File: src/rtl/vga_timing_gen.sv
// ---------------------------------------------------------------------------
// vga_timing_gen
//
// Purpose:
//   Parametrised VGA raster timing generator. It produces the horizontal and
//   vertical beam coordinates, sync pulses, a visible-area flag, line/frame
//   start strobes, a vertical-blank flag and a free-running frame counter.
//   The counters advance only on clock edges where pix_en is high.
//
// Optional build macro:
//   VGA_TIMING_SYNC_DELAY_EN - when defined, hsync, vsync and display_on are
//   each delayed by a SYNC_DELAY-deep shift register clocked on every clk
//   (independent of pix_en). This lines sync up with a pattern pipeline of
//   the same latency. Coordinates, strobes, in_vblank and frame_count stay
//   undelayed. When undefined, SYNC_DELAY has no effect on the outputs.
//
// Ports:
//   clk          in   pixel/system clock
//   reset        in   asynchronous, active-high reset
//   pix_en       in   clock enable for the beam counters
//   hpos         out  horizontal position, 0..H_TOTAL-1
//   vpos         out  vertical position, 0..V_TOTAL-1
//   hsync        out  horizontal sync, level HSYNC_ACTIVE during the pulse
//   vsync        out  vertical sync, level VSYNC_ACTIVE during the pulse
//   display_on   out  high inside the visible area
//   line_start   out  high while hpos==0 and pix_en=1
//   frame_start  out  high while hpos==0, vpos==0 and pix_en=1
//   in_vblank    out  high when vpos>=V_DISPLAY
//   frame_count  out  completed-frame counter, wraps modulo 2^FC_W
// ---------------------------------------------------------------------------
module vga_timing_gen #(
  parameter int unsigned H_DISPLAY    = 640,
  parameter int unsigned H_FRONT      = 16,
  parameter int unsigned H_SYNC       = 96,
  parameter int unsigned H_BACK       = 48,
  parameter int unsigned V_DISPLAY    = 480,
  parameter int unsigned V_BOTTOM     = 10,
  parameter int unsigned V_SYNC       = 2,
  parameter int unsigned V_TOP        = 33,
  parameter bit          HSYNC_ACTIVE = 1'b1,
  parameter bit          VSYNC_ACTIVE = 1'b1,
  parameter int unsigned CW           = 10,
  parameter int unsigned FC_W         = 12,
  parameter int unsigned FRAME_INIT   = 0,
  parameter int unsigned SYNC_DELAY   = 2
) (
  input  logic            clk,
  input  logic            reset,
  input  logic            pix_en,
  output logic [CW-1:0]   hpos,
  output logic [CW-1:0]   vpos,
  output logic            hsync,
  output logic            vsync,
  output logic            display_on,
  output logic            line_start,
  output logic            frame_start,
  output logic            in_vblank,
  output logic [FC_W-1:0] frame_count
);

  // -------------------------------------------------------------------------
  // Derived timing constants
  // -------------------------------------------------------------------------
  localparam int unsigned H_TOTAL = H_DISPLAY + H_FRONT + H_SYNC + H_BACK;
  localparam int unsigned V_TOTAL = V_DISPLAY + V_BOTTOM + V_SYNC + V_TOP;
  localparam int unsigned H_SS_I  = H_DISPLAY + H_FRONT;
  localparam int unsigned H_SE_I  = H_SS_I + H_SYNC - 1;
  localparam int unsigned V_SS_I  = V_DISPLAY + V_BOTTOM;
  localparam int unsigned V_SE_I  = V_SS_I + V_SYNC - 1;

  // All compares happen at CW bits, unsigned.
  localparam logic [CW-1:0] H_LAST = CW'(H_TOTAL - 1);
  localparam logic [CW-1:0] V_LAST = CW'(V_TOTAL - 1);
  localparam logic [CW-1:0] H_SS   = CW'(H_SS_I);
  localparam logic [CW-1:0] H_SE   = CW'(H_SE_I);
  localparam logic [CW-1:0] V_SS   = CW'(V_SS_I);
  localparam logic [CW-1:0] V_SE   = CW'(V_SE_I);
  localparam logic [CW-1:0] H_VIS  = CW'(H_DISPLAY);
  localparam logic [CW-1:0] V_VIS  = CW'(V_DISPLAY);

  localparam logic [FC_W-1:0] FC_RESET = FC_W'(FRAME_INIT);

  // -------------------------------------------------------------------------
  // Parameter legality checks (simulation-time)
  // -------------------------------------------------------------------------
  if ((H_TOTAL > (1 << CW)) || (V_TOTAL > (1 << CW))) begin : g_bad_cw
    always @(posedge clk) begin
      $error("vga_timing_gen: CW=%0d too narrow for H_TOTAL=%0d / V_TOTAL=%0d",
             CW, H_TOTAL, V_TOTAL);
    end
  end

  if ((SYNC_DELAY < 1) || (SYNC_DELAY > 8)) begin : g_bad_delay
    always @(posedge clk) begin
      $error("vga_timing_gen: SYNC_DELAY=%0d outside 1..8", SYNC_DELAY);
    end
  end

  // -------------------------------------------------------------------------
  // Beam counters and frame counter
  // -------------------------------------------------------------------------
  logic [CW-1:0]   r_hpos;
  logic [CW-1:0]   r_vpos;
  logic [FC_W-1:0] r_frame;
  logic            r_hsync;
  logic            r_vsync;

  logic [CW-1:0]   w_hpos_d;
  logic [CW-1:0]   w_vpos_d;
  logic [FC_W-1:0] w_frame_d;
  logic            w_hsync_d;
  logic            w_vsync_d;

  always_comb begin
    w_hpos_d  = r_hpos;
    w_vpos_d  = r_vpos;
    w_frame_d = r_frame;
    if (pix_en) begin
      if (r_hpos == H_LAST) begin
        w_hpos_d = '0;
        if (r_vpos == V_LAST) begin
          // Line wrap and frame wrap share this edge.
          w_vpos_d  = '0;
          w_frame_d = r_frame + 1'b1;
        end else begin
          w_vpos_d = r_vpos + 1'b1;
        end
      end else begin
        w_hpos_d = r_hpos + 1'b1;
      end
    end
  end

  // Syncs decode the next-state counters so that, once registered, they line
  // up with hpos/vpos instead of trailing them by a clock.
  always_comb begin
    w_hsync_d = ((w_hpos_d >= H_SS) && (w_hpos_d <= H_SE)) ? HSYNC_ACTIVE : ~HSYNC_ACTIVE;
    w_vsync_d = ((w_vpos_d >= V_SS) && (w_vpos_d <= V_SE)) ? VSYNC_ACTIVE : ~VSYNC_ACTIVE;
  end

  always_ff @(posedge clk or posedge reset) begin
    if (reset) begin
      r_hpos  <= '0;
      r_vpos  <= '0;
      r_frame <= FC_RESET;
      r_hsync <= ~HSYNC_ACTIVE;
      r_vsync <= ~VSYNC_ACTIVE;
    end else begin
      r_hpos  <= w_hpos_d;
      r_vpos  <= w_vpos_d;
      r_frame <= w_frame_d;
      r_hsync <= w_hsync_d;
      r_vsync <= w_vsync_d;
    end
  end

  // -------------------------------------------------------------------------
  // Combinational decode from the counter registers
  // -------------------------------------------------------------------------
  logic w_display_on;
  logic w_at_h0;
  logic w_at_v0;

  always_comb begin
    w_at_h0      = (r_hpos == '0);
    w_at_v0      = (r_vpos == '0);
    w_display_on = (r_hpos < H_VIS) && (r_vpos < V_VIS);
  end

  assign hpos        = r_hpos;
  assign vpos        = r_vpos;
  assign frame_count = r_frame;
  assign in_vblank   = (r_vpos >= V_VIS);
  // Strobes are gated by pix_en so a held pixel never repeats a strobe.
  assign line_start  = w_at_h0 & pix_en;
  assign frame_start = w_at_h0 & w_at_v0 & pix_en;

  // -------------------------------------------------------------------------
  // Sync / display_on output stage
  // -------------------------------------------------------------------------
`ifdef VGA_TIMING_SYNC_DELAY_EN
  logic [SYNC_DELAY-1:0] r_hs_pipe;
  logic [SYNC_DELAY-1:0] r_vs_pipe;
  logic [SYNC_DELAY-1:0] r_de_pipe;

  // Runs on every clk so the latency is in clocks, matching a downstream
  // pixel pipeline that is not itself gated by pix_en.
  always_ff @(posedge clk or posedge reset) begin
    if (reset) begin
      r_hs_pipe <= {SYNC_DELAY{~HSYNC_ACTIVE}};
      r_vs_pipe <= {SYNC_DELAY{~VSYNC_ACTIVE}};
      r_de_pipe <= '0;
    end else begin
      r_hs_pipe[0] <= r_hsync;
      r_vs_pipe[0] <= r_vsync;
      r_de_pipe[0] <= w_display_on;
      for (int i = 1; i < int'(SYNC_DELAY); i++) begin
        r_hs_pipe[i] <= r_hs_pipe[i-1];
        r_vs_pipe[i] <= r_vs_pipe[i-1];
        r_de_pipe[i] <= r_de_pipe[i-1];
      end
    end
  end

  assign hsync      = r_hs_pipe[SYNC_DELAY-1];
  assign vsync      = r_vs_pipe[SYNC_DELAY-1];
  assign display_on = r_de_pipe[SYNC_DELAY-1];
`else
  assign hsync      = r_hsync;
  assign vsync      = r_vsync;
  assign display_on = w_display_on;
`endif

endmodule

File: config.mk
export PLATFORM = sky130hd
export DESIGN_NAME = vga_timing_gen
export DESIGN_NICKNAME = d
export VERILOG_FILES = /design/src/rtl/vga_timing_gen.sv
export SDC_FILE = /design/constraint.sdc
export NUM_CORES = 1
export LEC_CHECK = 0
export ABC_AREA = 0
export CELL_PAD_IN_SITES_DETAIL_PLACEMENT = 1
export CELL_PAD_IN_SITES_GLOBAL_PLACEMENT = 1
export CORE_UTILIZATION = 42
export CTS_CLUSTER_SIZE = 30
export DETAILED_ROUTE_END_ITERATION = 8
export PLACE_DENSITY_LB_ADDON = 0.2
export SLEW_MARGIN = 20
export SYNTH_ARGS = -nofsm -noshare
export SYNTH_HDL_FRONTEND = slang
export SYNTH_SLANG_ARGS = --single-unit
File: constraint.sdc
create_clock -name clk -period 4.25 [get_ports clk]
set_input_delay 0.85 -clock clk [delete_from_list [all_inputs] [get_ports clk]]
set_output_delay 0.85 -clock clk [all_outputs]
set_load 0.01 [all_outputs]
Word-level counts from Yosys, hierarchy flattened
Index checks and enable logic that the tools add are counted.
{"block": "totals", "reg_bits": 34, "in_bits": 3, "out_inout_bits": 38, "wordCells": 33}
{"block": "op_classes", "addsub": 3, "magnitude_cmp": 7, "eq_ne": 2, "muxes": 7, "n_bitwise": 3, "n_reduce_logical": 6}
{"cell": "$mux 10", "n": 5}
{"cell": "$add 10x1->10 const B", "n": 2}
{"cell": "$eq 10x10->1 const B", "n": 2}
{"cell": "$ge 10x9->1 const B", "n": 2}
{"cell": "$logic_not 10->1", "n": 2}
{"cell": "$add 12x1->12 const B", "n": 1}
{"cell": "$ge 10x10->1 const B", "n": 1}
{"cell": "$le 10x10->1 const B", "n": 1}
{"cell": "$le 10x9->1 const B", "n": 1}
{"cell": "$lt 10x10->1 const B", "n": 1}
{"cell": "$lt 10x9->1 const B", "n": 1}
{"cell": "$and 1x1->1", "n": 3}
{"cell": "$logic_and 1x1->1", "n": 3}
{"cell": "$reduce_and 3->1", "n": 1}
{"cell": "$mux 1", "n": 2}

Longest topological paths before layout
{"block": "logic_depth", "depth_word": 7, "ltp_mapped": 9, "depth_no_buf": 7}

Worst setup path after synthesis
Ideal clock, no wire load.
{"block": "synth_path", "path_kind": "input-to-output", "from": "input port pix_en", "to": "output port frame_start", "arrival_ns": 1.618, "required_ns": 3.400, "path_slack_ns": 1.782, "cell_stages": 4, "n_path_buf": 1, "cell_sequence": "buf_2 nor4b_1 and3_1 and2_1"}
{"block": "synth_between", "elab_chain_cells": 1}
{"item": "start: declaration", "line_no": "49", "source": "input logic pix_en,"}
{"item": "$and 1x1->1", "line_no": "176", "source": "assign frame_start = w_at_h0 & w_at_v0 & pix_en;"}
{"item": "end: declaration", "line_no": "56", "source": "output logic frame_start,"}
Every way passes these cells.

Final worst setup path
Ends and elaborated chain as after synthesis.

==> results.txt <==
startpoint types - primary input
Mapped Nets - 200
first drt pass iteration count - 4
most common cell after layout, fill and taps aside - clkdlybuf4s50_1
Top Ports - 41
Worst Setup End Kind - output pin
YS warnings - 0
Final ANT Viol Nets - 0
initial drt markers - 58
status - finished, final reports clean
std cell rows - 24
core area - 4380 um2
DR WL/cell - 17.6 um
postcts setup bufs - 0
Synth cell types - 44
vias in the first global route - 1,782
Yosys top cell area share - 44.2%
n_diodes - 0
CTS Hold Bufs - 0
initial antenna violation count - 0
CTS tree - done
Max Slew Vio Count - 0
Initial Utilization - 43.9%
FILL cells - 505
Yosys reg bits - 34
Final Util - 55.6%
DIE HEIGHT - 69.7 um
ys flop type - dfrtp_1
final critical-path share of the clock period - 82.6%
die width - 69.7 um
CTS-repair resized insts - 0
grt ovf - 0
Final Wtd Congestion - 0.907
worst hold slack - 0.490 ns
Max Cap Violations - 0
fin nets - 239
PwrDens - 381 nW/um2
Setup CP Type - in -> out
final hold viol count - 0
first-pass GRT wire length - 8650 um
largest net degree at the start of global routing - 35
wirelength, routed - 5000 um
Leak - 1.08 nW
skew final - 0.00650 ns
max frequency - 0.285 GHz
Max VDD drop - 0.000260 V
Inserted Clock Buffers - 5
Async SR Flop Fraction - 100%
CP max FO - 8
Post-synth EDFFs - 0
WP data required - 3.40 ns
layout cells sized above 1 - 7.33%
Seq/Total Area, Yosys - 44.2%
Worst EP arrival - 2.66 ns
minimum clock period - 3.51 ns
Slew headroom - 70.4%
most frequent cells in the layout - 40 x clkdlybuf4s50_1, 34 x dfrtp_1, 14 x nand4_1, 14 x xnor2_1, 13 x nand2_1
Worst Max-Slew Pin Slew - 0.443 ns
leading area contributor after synthesis - dfrtp_1
clk slew on worst S/H paths - 0.08 ns
Placed Cells - 276
Syn Std Cell Area - 1920 um2
Final HPWL DP - 3530 um
DR vias/cell - 5.84
HP Class - reg -> reg
clock tree buffer depth - 2
Skew-Pair Late Insertion Delay - 0.29 ns
RSZ-0062 raised after global routing - no
port bufs - 40
H-tree depth - 2
Power Total - 929 uW
DRC Markers - 0
area grow syn2layout - 26.7%
vias - 1,658
Mean Syn Cell Area - 10.0 um2
CTS sink cnt - 34
Setup TNS - 0 ns
Setup Viol. Count Final - 0
GRT Total Usage - 22.7%
full die area - 4860 um2
top post-synthesis cells by area - dfrtp_1 44%, xnor2_1 6.4%, nand4_1 4.6%
Synth Instances - 192
Finished Layout Cells - 284
CTS root buf - clkbuf_8
==> Yosys cell counts (all sizes together), types with 4 or more instances <==
cell type	n
nor4	4
nand4	15
inv	11
nand2	13
xor2	9
nor2	13
dfrtp	34
ha	5
nand3b	4
nand3	7
buf	7
xnor2	14
and3	7
o21ai	6
nor3	6
and4	4
==> metal layers <==
layer	wire length (um)	track usage (%)	vias to the layer above	part of all wire, %
met1	2230	28.3	839	45
met2	2540	37.6	41	51
met5	0	0	-	0
met3	157	5.52	9	3.1
li1	-	-	769	-
met4	78	9.56	0	1.6
==> critical path: stages <==
cell	delay, ns
clkdlybuf4s50_1	0.66
nor4b_1	0.28
and3_1	0.22
and2_1	0.12
clkdlybuf4s50_1	0.53
==> cell type report <==
class                      instances  area (um2)  area share [%]
clock buffer                       5        68.8            2.82
clock inverter                     3        45.0            1.85
multi-input combinational        138         958            39.3
timing repair buffer              41         408            16.7
sequential                        34         851            34.9
tap                               52        65.1            2.67
inverter                          11        41.3            1.69
==> sequential cells by signal, indices dropped and copies added (netlist names) <==
name,cells
frame_count,12
hpos,10
vpos,10
hsync,1
vsync,1
==> report_power, final <==
group	leakage (nW)	internal, mW	total [mW]	switching (mW)
sequential	0.453	0.355	0.418	0.0632
combinational	0.578	0.105	0.205	0.0998
clock	0.0504	0.174	0.306	0.131
==> worst paths after layout <==
| check | slack, ns | cells past startpoint | to | startpoint |
|---|---|---|---|---|
| setup / recovery | 0.74 | 5 | frame_start | pix_en |
| hold / removal | 0.49 | 1 | frame_count[11]$_DFFE_PP0P_ | frame_count[11]$_DFFE_PP0P_ |
| setup reg to reg | 1.96 | 5 | vsync$_DFF_PP0_ | hpos[5]$_DFF_PP0_ |
| hold reg to reg | 0.49 | 1 | frame_count[11]$_DFFE_PP0P_ | frame_count[11]$_DFFE_PP0P_ |
| max in group asynchronous | 2.95 | 3 | hpos[8]$_DFF_PP0_ | reset |
| min in group asynchronous | 0.98 | 3 | frame_count[11]$_DFFE_PP0P_ | reset |
==> logic make-up (layout without fill, tap and decap cells) <==
family	count (synthesis)	count (layout)	synth area share [%]
buffers and inverters	20	60	5.98
adder cells (fa/ha/maj)	5	5	3.25
flip-flops	34	34	44.2
AO/OA/AOI/OAI	22	22	8.26
XOR/XNOR	23	23	10.5
multiplexers	3	3	1.69
AND/OR/NAND/NOR	85	85	26.1
==> through the flow <==
step	setup WS (ns)	cell area (um2)
2_1_floorplan	1.78	1920
3_3_place_gp	0.843	2320
3_5_place_dp	0.720	2320
4_1_cts	0.710	2440
5_1_grt	0.642	2440
6_report	0.739	2440
(Power assumes the default switching activity.)
